==> config.mk <==
export PLATFORM = sky130hd
export DESIGN_NAME = lc3_regfile_sb_flat
export DESIGN_NICKNAME = d
export VERILOG_FILES = /design/src/rtl/lc3_pkg.sv /design/src/rtl/lc3_regfile_sb_if.sv /design/src/rtl/lc3_scoreboard.sv /design/src/rtl/lc3_regfile_sb.sv /design/src/flat_wrapper.sv
export SDC_FILE = /design/constraint.sdc
export NUM_CORES = 1
export LEC_CHECK = 0
export BUFFER_PORTS_ARGS = -buffer_cell sky130_fd_sc_hd__buf_4
export CAP_MARGIN = 20
export CORE_MARGIN = 2
export CORE_UTILIZATION = 59
export DETAILED_ROUTE_END_ITERATION = 12
export GPL_TIMING_DRIVEN = 0
export MAX_ROUTING_LAYER = met4
export PLACE_DENSITY = 0.8
export REMOVE_ABC_BUFFERS = 1
export SLEW_MARGIN = 20
export SYNTH_ARGS = -nofsm -noshare
export SYNTH_HDL_FRONTEND = slang
export SYNTH_SLANG_ARGS = --single-unit
==> constraint.sdc <==
create_clock -name clk -period 2.58 [get_ports clk]
set_input_delay 0.516 -clock clk [delete_from_list [all_inputs] [get_ports clk]]
set_output_delay 0.516 -clock clk [all_outputs]
set_load 0.01 [all_outputs]
==> src/rtl/lc3_pkg.sv <==
// Shared LC-3 datapath constants: condition-code encodings and default sizes.
package lc3_pkg;

  localparam int unsigned LC3_DATA_W   = 16;
  localparam int unsigned LC3_NUM_REGS = 8;

  typedef logic [2:0] cc_t;

  localparam cc_t CC_N     = 3'b100;
  localparam cc_t CC_Z     = 3'b010;
  localparam cc_t CC_P     = 3'b001;
  localparam cc_t CC_RESET = CC_Z;

  // Classify a result from its sign bit and zero test; the result is always one-hot.
  function automatic cc_t cc_classify(input logic sign, input logic zero);
    if (sign) begin
      return CC_N;
    end else if (zero) begin
      return CC_Z;
    end else begin
      return CC_P;
    end
  endfunction

endpackage

==> src/rtl/lc3_regfile_sb_if.sv <==
// Decode/writeback bus into the LC-3 register file and scoreboard.
interface lc3_regfile_sb_if
  import lc3_pkg::*;
#(
  parameter int unsigned DATA_W   = LC3_DATA_W,
  parameter int unsigned NUM_REGS = LC3_NUM_REGS,
  parameter int unsigned NUM_RD   = 2
);
  localparam int unsigned ADDR_W = $clog2(NUM_REGS);

  // Writeback side
  logic                     wr_en;
  logic [ADDR_W-1:0]        wr_addr;
  logic [DATA_W-1:0]        wr_data;
  logic                     cc_en;
  // Decode side
  logic [NUM_RD*ADDR_W-1:0] rd_addr;
  logic [NUM_RD*DATA_W-1:0] rd_data;
  logic [NUM_RD-1:0]        rd_busy;
  logic                     issue_en;
  logic [ADDR_W-1:0]        issue_addr;
  logic                     issue_ok;
  // Status
  logic [NUM_REGS-1:0]      pend_vec;
  cc_t                      cc_nzp;
  logic                     err;

  modport master (
    output wr_en, wr_addr, wr_data, cc_en, rd_addr, issue_en, issue_addr,
    input  rd_data, rd_busy, issue_ok, pend_vec, cc_nzp, err
  );

  modport slave (
    input  wr_en, wr_addr, wr_data, cc_en, rd_addr, issue_en, issue_addr,
    output rd_data, rd_busy, issue_ok, pend_vec, cc_nzp, err
  );

endinterface

==> src/rtl/lc3_scoreboard.sv <==
// Per-register pending-write scoreboard with issue legality and sticky error flag.
module lc3_scoreboard #(
  parameter int unsigned NUM_REGS = 8,
  parameter int unsigned ADDR_W   = $clog2(NUM_REGS)
) (
  input  logic                clk,
  input  logic                rst,
  input  logic                wr_en_i,
  input  logic [ADDR_W-1:0]   wr_addr_i,
  input  logic                issue_en_i,
  input  logic [ADDR_W-1:0]   issue_addr_i,
  output logic                issue_ok_o,
  output logic [NUM_REGS-1:0] pend_vec_o,
  output logic                err_o
);

  logic [NUM_REGS-1:0] pend_q, pend_d;
  logic                err_q, err_d;

  // A claim is legal if the register is free or is being released this very cycle.
  always_comb begin
    issue_ok_o = rst || !pend_q[issue_addr_i] ||
                 (wr_en_i && (wr_addr_i == issue_addr_i));
  end

  // Clear on writeback first, then a legal claim sets, so a same-address claim wins.
  always_comb begin
    pend_d = pend_q;
    err_d  = err_q;
    if (wr_en_i) begin
      pend_d[wr_addr_i] = 1'b0;
    end
    if (issue_en_i) begin
      if (issue_ok_o) begin
        pend_d[issue_addr_i] = 1'b1;
      end else begin
        err_d = 1'b1;
      end
    end
  end

  // Scoreboard and error state registers.
  always_ff @(posedge clk) begin
    if (rst) begin
      pend_q <= '0;
      err_q  <= 1'b0;
    end else begin
      pend_q <= pend_d;
      err_q  <= err_d;
    end
  end

  assign pend_vec_o = pend_q;
  assign err_o      = err_q;

endmodule

==> src/rtl/lc3_regfile_sb.sv <==
// LC-3 register file: multi-port reads with optional write bypass, scoreboard, NZP codes.
module lc3_regfile_sb
  import lc3_pkg::*;
#(
  parameter int unsigned DATA_W   = LC3_DATA_W,
  parameter int unsigned NUM_REGS = LC3_NUM_REGS,
  parameter int unsigned NUM_RD   = 2,
  parameter int unsigned BYPASS   = 1
) (
  input logic              clk,
  input logic              rst,
  lc3_regfile_sb_if.slave  bus
);

  localparam int unsigned ADDR_W = $clog2(NUM_REGS);

  logic [DATA_W-1:0]        regs_q [NUM_REGS];
  cc_t                      cc_q, cc_d;
  logic                     wr_commit;
  logic [NUM_RD*DATA_W-1:0] rd_data_c;
  logic [NUM_RD-1:0]        rd_busy_c;
  logic [ADDR_W-1:0]        rd_sel;
  logic                     rd_hit;

  assign wr_commit = bus.wr_en && !rst;

  // Register storage; writeback commits on the edge, reset clears everything.
  always_ff @(posedge clk) begin
    if (rst) begin
      for (int unsigned i = 0; i < NUM_REGS; i++) begin
        regs_q[i] <= '0;
      end
    end else if (bus.wr_en) begin
      regs_q[bus.wr_addr] <= bus.wr_data;
    end
  end

  // Next condition codes: only a committing write with cc_en reclassifies.
  always_comb begin
    cc_d = cc_q;
    if (bus.wr_en && bus.cc_en) begin
      cc_d = cc_classify(bus.wr_data[DATA_W-1], bus.wr_data == '0);
    end
  end

  // Condition-code register.
  always_ff @(posedge clk) begin
    if (rst) begin
      cc_q <= CC_RESET;
    end else begin
      cc_q <= cc_d;
    end
  end

  // Read ports: a bypass hit forwards write data and masks the busy flag; reset reads as idle.
  always_comb begin
    rd_data_c = '0;
    rd_busy_c = '0;
    rd_sel    = '0;
    rd_hit    = 1'b0;
    for (int unsigned k = 0; k < NUM_RD; k++) begin
      rd_sel = bus.rd_addr[k*ADDR_W +: ADDR_W];
      rd_hit = (BYPASS != 0) && wr_commit && (bus.wr_addr == rd_sel);
      if (!rst) begin
        rd_data_c[k*DATA_W +: DATA_W] = rd_hit ? bus.wr_data : regs_q[rd_sel];
        rd_busy_c[k]                  = bus.pend_vec[rd_sel] && !rd_hit;
      end
    end
  end

  assign bus.rd_data = rd_data_c;
  assign bus.rd_busy = rd_busy_c;
  assign bus.cc_nzp  = cc_q;

  lc3_scoreboard #(
    .NUM_REGS (NUM_REGS),
    .ADDR_W   (ADDR_W)
  ) u_scoreboard (
    .clk          (clk),
    .rst          (rst),
    .wr_en_i      (bus.wr_en),
    .wr_addr_i    (bus.wr_addr),
    .issue_en_i   (bus.issue_en),
    .issue_addr_i (bus.issue_addr),
    .issue_ok_o   (bus.issue_ok),
    .pend_vec_o   (bus.pend_vec),
    .err_o        (bus.err)
  );

endmodule

==> src/flat_wrapper.sv <==
// flat-port wrapper written by rule: the top's interface ports become plain ports
module lc3_regfile_sb_flat import lc3_pkg::*;
#(
  parameter int unsigned DATA_W   = LC3_DATA_W,
  parameter int unsigned NUM_REGS = LC3_NUM_REGS,
  parameter int unsigned NUM_RD   = 2,
  parameter int unsigned BYPASS   = 1
)
  (clk, rst, bus_wr_en, bus_wr_addr, bus_wr_data, bus_cc_en, bus_rd_addr, bus_issue_en, bus_issue_addr, bus_rd_data, bus_rd_busy, bus_issue_ok, bus_pend_vec, bus_cc_nzp, bus_err);
  lc3_regfile_sb_if #(.DATA_W(DATA_W), .NUM_REGS(NUM_REGS), .NUM_RD(NUM_RD)) bus_i ();
  input logic clk;
  input logic rst;
  input wire logic [$bits(bus_i.wr_en)-1:0] bus_wr_en;
  input wire logic [$bits(bus_i.wr_addr)-1:0] bus_wr_addr;
  input wire logic [$bits(bus_i.wr_data)-1:0] bus_wr_data;
  input wire logic [$bits(bus_i.cc_en)-1:0] bus_cc_en;
  input wire logic [$bits(bus_i.rd_addr)-1:0] bus_rd_addr;
  input wire logic [$bits(bus_i.issue_en)-1:0] bus_issue_en;
  input wire logic [$bits(bus_i.issue_addr)-1:0] bus_issue_addr;
  output wire logic [$bits(bus_i.rd_data)-1:0] bus_rd_data;
  output wire logic [$bits(bus_i.rd_busy)-1:0] bus_rd_busy;
  output wire logic [$bits(bus_i.issue_ok)-1:0] bus_issue_ok;
  output wire logic [$bits(bus_i.pend_vec)-1:0] bus_pend_vec;
  output wire logic [$bits(bus_i.cc_nzp)-1:0] bus_cc_nzp;
  output wire logic [$bits(bus_i.err)-1:0] bus_err;
  assign bus_i.wr_en = bus_wr_en;
  assign bus_i.wr_addr = bus_wr_addr;
  assign bus_i.wr_data = bus_wr_data;
  assign bus_i.cc_en = bus_cc_en;
  assign bus_i.rd_addr = bus_rd_addr;
  assign bus_i.issue_en = bus_issue_en;
  assign bus_i.issue_addr = bus_issue_addr;
  assign bus_rd_data = bus_i.rd_data;
  assign bus_rd_busy = bus_i.rd_busy;
  assign bus_issue_ok = bus_i.issue_ok;
  assign bus_pend_vec = bus_i.pend_vec;
  assign bus_cc_nzp = bus_i.cc_nzp;
  assign bus_err = bus_i.err;
  lc3_regfile_sb #(.DATA_W(DATA_W), .NUM_REGS(NUM_REGS), .NUM_RD(NUM_RD), .BYPASS(BYPASS)) u_core (.clk(clk), .rst(rst), .bus(bus_i));
endmodule
# Yosys cells after proc, flatten, opt, wreduce, memory -nomap -nowiden
# Memory sizes are Yosys's and may differ from the RTL's.
# Index checks and enable logic that the tools add are counted.
[word_totals] reg_bits=12 ram_bits=128 out_inout_bits=47 wordCells=64 n_memories=1
[mem_list] name="u_core.regs_q" words=8 word_bits=16 rd=2 rd_clocked_by_memory_dff=0 wr=8 line_no="lc3_regfile_sb.sv:17" source="logic [DATA_W-1:0] regs_q [NUM_REGS];"
[op_classes] order_cmp=6 eq_ne=3 mux=29 bitwise=4 reduce_logical=18
[ops] op="2-to-1 mux 16 bit" n=5
[ops] op="2-to-1 mux 8 bit" n=3
[ops] op="logical NOT 16 bit" n=1
[ops] op="less-than comparator 3 x 4 -> 1 bit (second input constant)" n=4
[ops] op="OR reduction 16 bit" n=1
[ops] op="2-to-1 mux 1 bit" n=13
[ops] op="binary-select mux 1 bit (select 3 bit)" n=3
[ops] op="== test 3 bit" n=3
[ops] op="logical AND 1 bit" n=9
[ops] op="bitwise AND 8 bit" n=1
[ops] op="inverter 8 bit" n=1
[ops] op="bitwise OR 8 bit" n=1
[ops] op="demux 1 bit (select 3 bit)" n=2
[ops] op="greater-or-equal comparator 3 x 1 -> 1 bit (second input constant)" n=2
[ops] op="2-to-1 mux 3 bit" n=2
[ops] op="logical NOT 1 bit" n=4
[ops] op="logical OR 1 bit" n=2
[ops] op="2-to-1 mux 2 bit" n=1
[ops] op="AND reduction 2 bit" n=1
[ops] op="inverter 1 bit" n=1

# Depth between registers and ports, before layout
[depth] depth_word=10 mapped_depth=6

# By module
# A second synthesis with hierarchy kept.
[unflattened] cells_unflattened=596 hier_area_um2=8369.3
[modules_own_cells] module="lc3_regfile_sb" instances=1 cells_per_inst=530 area_per_inst_um2=7771.2
[modules_own_cells] module="lc3_scoreboard" instances=1 cells_per_inst=66 area_per_inst_um2=598.1

# Least setup slack after synthesis
# No wires, ideal clock.
[synth_path] path_type="input to output" startpoint="in bus_rd_addr[1]" endpoint="out bus_rd_data[10]" arrival_ns=1.743 t_required_ns=2.064 path_slack_ns=0.321 stages=5 path_cell_list="buf_2 clkbuf_1 mux4_2 mux2i_1 a211oi_1"
[synth_via] elab_chain_len=4 elab_cells_between_ends=5
[synth_rtl] element="from (decl)" line_no="flat_wrapper.sv:17" source="input wire logic [$bits(bus_i.rd_addr)-1:0] bus_rd_addr;"
[synth_rtl] element="parallel branches: the longest is 2 deep, another holds memory (8 x 16 bit)"
[synth_rtl] element="2-to-1 mux 16 bit *" line_no="lc3_regfile_sb.sv:65" source="rd_data_c[k*DATA_W +: DATA_W] = rd_hit ? bus.wr_data : regs_q[rd_sel];"
[synth_rtl] element="2-to-1 mux 16 bit *" line_no="lc3_regfile_sb.sv:64" source="if (!rst) begin"
[synth_rtl] element="to (decl)" line_no="flat_wrapper.sv:20" source="output wire logic [$bits(bus_i.rd_data)-1:0] bus_rd_data;"
# Mark *: on every way between the ends.

# Worst setup path in the final report
[layout_path] startpoint="in bus_rd_addr[1]" endpoint="out bus_rd_data[15]"
# The elaborated chain is that of the path after synthesis.

==> results.sh <==
export IMPL_dp_hpwl_um=12100
export IMPL_clock_root_buffer="clkbuf_16"
export IMPL_grt_busiest_layer="met2"
export IMPL_finalPower_mw=5.90
export IMPL_drcViolationCount=0
export IMPL_drt_first_iter_violations=432
export IMPL_use_met1=0.376
export IMPL_drt_pass1_iter_count=5
export IMPL_switching_share=0.232
export IMPL_die_x_um=121
export IMPL_syn_avg_cell_area_um2=13.6
export IMPL_clock_path_buffers=2
export IMPL_htree_levels=4
export IMPL_cts_tree="yes"
export IMPL_grt_first_pass_wirelength_um=31000
export IMPL_synth_distinct_cells=38
export IMPL_fp_dieH_um=121
export IMPL_n_antenna_cell=0
export IMPL_timing_critical_path_to="bus_rd_data[15]"
export IMPL_synth_edf_count=128
export IMPL_setup_viol=0
export IMPL_via_per_inst=6.47
export IMPL_layout_drive_gt1_share=0.319
export IMPL_cellPowerDensity_nw_per_um2=632
export IMPL_yosysTopAreaCell="edfxtp_1"
export IMPL_design_core_area_um2=13200
export IMPL_crit_required_ns=2.06
export IMPL_ys_seq_area_frac=0.509
export IMPL_clk_latency_ns=0.42
export IMPL_reg2reg_to="u_core.u_scoreboard.pend_vec_o[4]"
export IMPL_gp_congestion=0.791
export IMPL_power_frac_clock=0.402
export IMPL_drv_cap=0
export IMPL_use_met3=0.0665
export IMPL_fin_nets=669
export IMPL_syn_to_final_growth_pct=16.4
export IMPL_ys_warn_count=0
export IMPL_reg2reg_depth=4
export IMPL_holdWs_ns=0.337
export IMPL_wirelength_um=20000
export IMPL_relSlewSlack=0.310
export IMPL_r2r_setup_slack_ns=0.96
export IMPL_hold_path_class="in -> reg"
export IMPL_vias=5340
export IMPL_hold_viol_final=0
export IMPL_max_freq_mhz=394
export IMPL_fin_crit_sh=0.984
export IMPL_share_seq_of_total_power=0.457
export IMPL_status="completed"
export IMPL_power_frac_comb=0.141
export IMPL_worstSetupStartpointType="input pin"
export IMPL_r2r_start="u_core.u_scoreboard.pend_vec_o[5]"
export IMPL_finish_utilization=0.705
export IMPL_critPathArrivalTime_ns=2.02
export IMPL_async_reset_ff_frac=0
export IMPL_switchingPower_mw=1.37
export IMPL_grtUsageMet2=0.502
export IMPL_cts_made_buffers=17
export IMPL_die_area_um2=14600
export IMPL_drtAntennaViolNets=0
export IMPL_min_period_ns=2.54
export IMPL_row_count=42
export IMPL_io_buffers=79
export IMPL_grt_pass1_vias=5575
export IMPL_skew_ns=0.00204
export IMPL_start_util=0.606
export IMPL_synth_main_ff_cell="edfxtp_1"
export IMPL_grt_ovfl_total=0
export IMPL_path_class="in -> out"
export IMPL_grt_max_degree=50
export IMPL_synthCells=589
export IMPL_p_int_mw=4.54
export IMPL_gr_usage_all_layers=0.303
export IMPL_path_clk_slew_ns=0.05
export IMPL_wire_per_inst_um=24.3
export IMPL_synth_area_top_cells="edfxtp_1 48%, mux4_2 20%, and2_1 10%, mux2i_1 4.2%, dfxtp_1 3.0%"
export IMPL_cp_end_kind="output pin"
export IMPL_ys_ff_latch=140
export IMPL_netlist_area_um2=8030
export IMPL_cp_startpoint="bus_rd_addr[1]"
export IMPL_p_leak_nw=3.43
export IMPL_boundaryPins=80
export IMPL_netlist_area_leader_share=0.479
export IMPL_tightest_slew_ns=1.03
export IMPL_slew_violations=0
export IMPL_grt_antenna_before_repair=0
export IMPL_crit_fanout=35
export IMPL_vdd_drop_max_v=0.000444
export IMPL_clkSinkCount=140
[state kept, by name, summed over array words and instances, names as in the netlist]
signal / flops
u_core.u_scoreboard.err_o: 1
u_core.bus.cc_nzp: 3
u_core.u_scoreboard.pend_vec_o: 8
u_core.regs_q: 128
[metal layers]
layer  part of all wire  up-vias
li1                   -     2327
met1               0.37     2701
met2               0.52      282
met3              0.085       30
met4              0.017        0
met5                  0        -
[worst min path at each step]
stage | from | to | slack (ns) | depth (start not counted)
after floorplan | u_core.bus.cc_nzp[2] | u_core.bus.cc_nzp[2] | 0.47 | 2
after global placement | u_core.bus.cc_nzp[2] | u_core.bus.cc_nzp[2] | 0.45 | 2
after detailed placement | u_core.bus.cc_nzp[2] | u_core.bus.cc_nzp[2] | 0.46 | 2
after CTS | bus_issue_en | u_core.u_scoreboard.err_o | 0.34 | 3
after global routing | bus_issue_en | u_core.u_scoreboard.err_o | 0.37 | 3
final | bus_issue_en | u_core.u_scoreboard.err_o | 0.34 | 3
[Yosys cell counts (4+ instances only)]
master	number
edfxtp_1	128
xnor2_1	9
mux4_2	70
nor4_1	4
nand4_1	5
nor2_1	46
o22ai_2	4
buf_2	12
a211oi_1	32
dfxtp_1	12
mux2i_1	34
buf_4	5
a31o_2	4
clkbuf_1	41
inv_1	12
nor3_1	5
o2bb2ai_1	4
nand2_1	8
and2_1	128
[stage by stage]
stage	area (µm²)	setup slack, ns	setup TNS [ns]	cells
finish	9340	0.0408	0	825
global route	9340	-0.000174	-0.000174	825
CTS	9310	0.0154	0	825
detailed placement	8700	-0.492	-11.70	791
global placement	8550	-1.47	-83.06	782
floorplan	7730	0.00572	0	527
[cell usage in the layout, fill, tap and decap left out, types with 4 or more instances in the layout]
cell type  count
a211oi_1      30
a31o_2         4
and2_1       128
buf_4         74
buf_6         11
clkbuf_1       4
clkbuf_16     17
clkinv_1       6
dfxtp_1       12
edfxtp_1     128
inv_1         12
mux2i_1       34
mux4_2        70
nand2_1        8
nand4_1        5
nor2_1        40
nor2_2         6
nor4_1         4
o22ai_2        4
o2bb2ai_1      4
xnor2_1        9
[kinds of logic after synthesis]
| group | Yosys count | synth area share |
|---|---|---|
| and+or+nand+nor | 207 | 0.144 |
| DFF | 140 | 0.509 |
| muxes | 105 | 0.241 |
| xor gates and xnor gates | 9 | 0.00982 |
| AOI/OAI and AO/OA | 54 | 0.0547 |
| buffers and inverters | 74 | 0.0418 |
[critical path, cell delays in order]
cell      delay (ns)
clkbuf_8        0.33
xnor2_1         0.17
nand4_1         0.21
buf_6           0.22
a211oi_1        0.35
buf_4           0.20
[power by group through the flow]
stage                     logic, mW  registers, mW  clock network [mW]
after floorplan               0.440           2.72                   0
after global placement        0.779           2.72                   0
after detailed placement      0.817           2.74                   0
after CTS                     0.827           2.70                2.39
after global routing          0.886           2.71                2.48
final                         0.833           2.70                2.37
[final cells by class]
cell class | count | area (µm²)
clock buffer | 21 | 440
clock inverter | 11 | 125
fill | 914 | 3900
inverter | 12 | 45.0
multi-input combinational | 375 | 3660
sequential | 140 | 4080
tap | 176 | 220
timing repair buffer | 90 | 768
[repair_timing]
item                       in CTS  in global routing
buffers inserted                2                  0
setup endpoints to repair      34                 12
resized for setup               8                  8
pin swaps                       2                  1
hold buffers                    0                  0
Power figures use the tool's default switching activity.
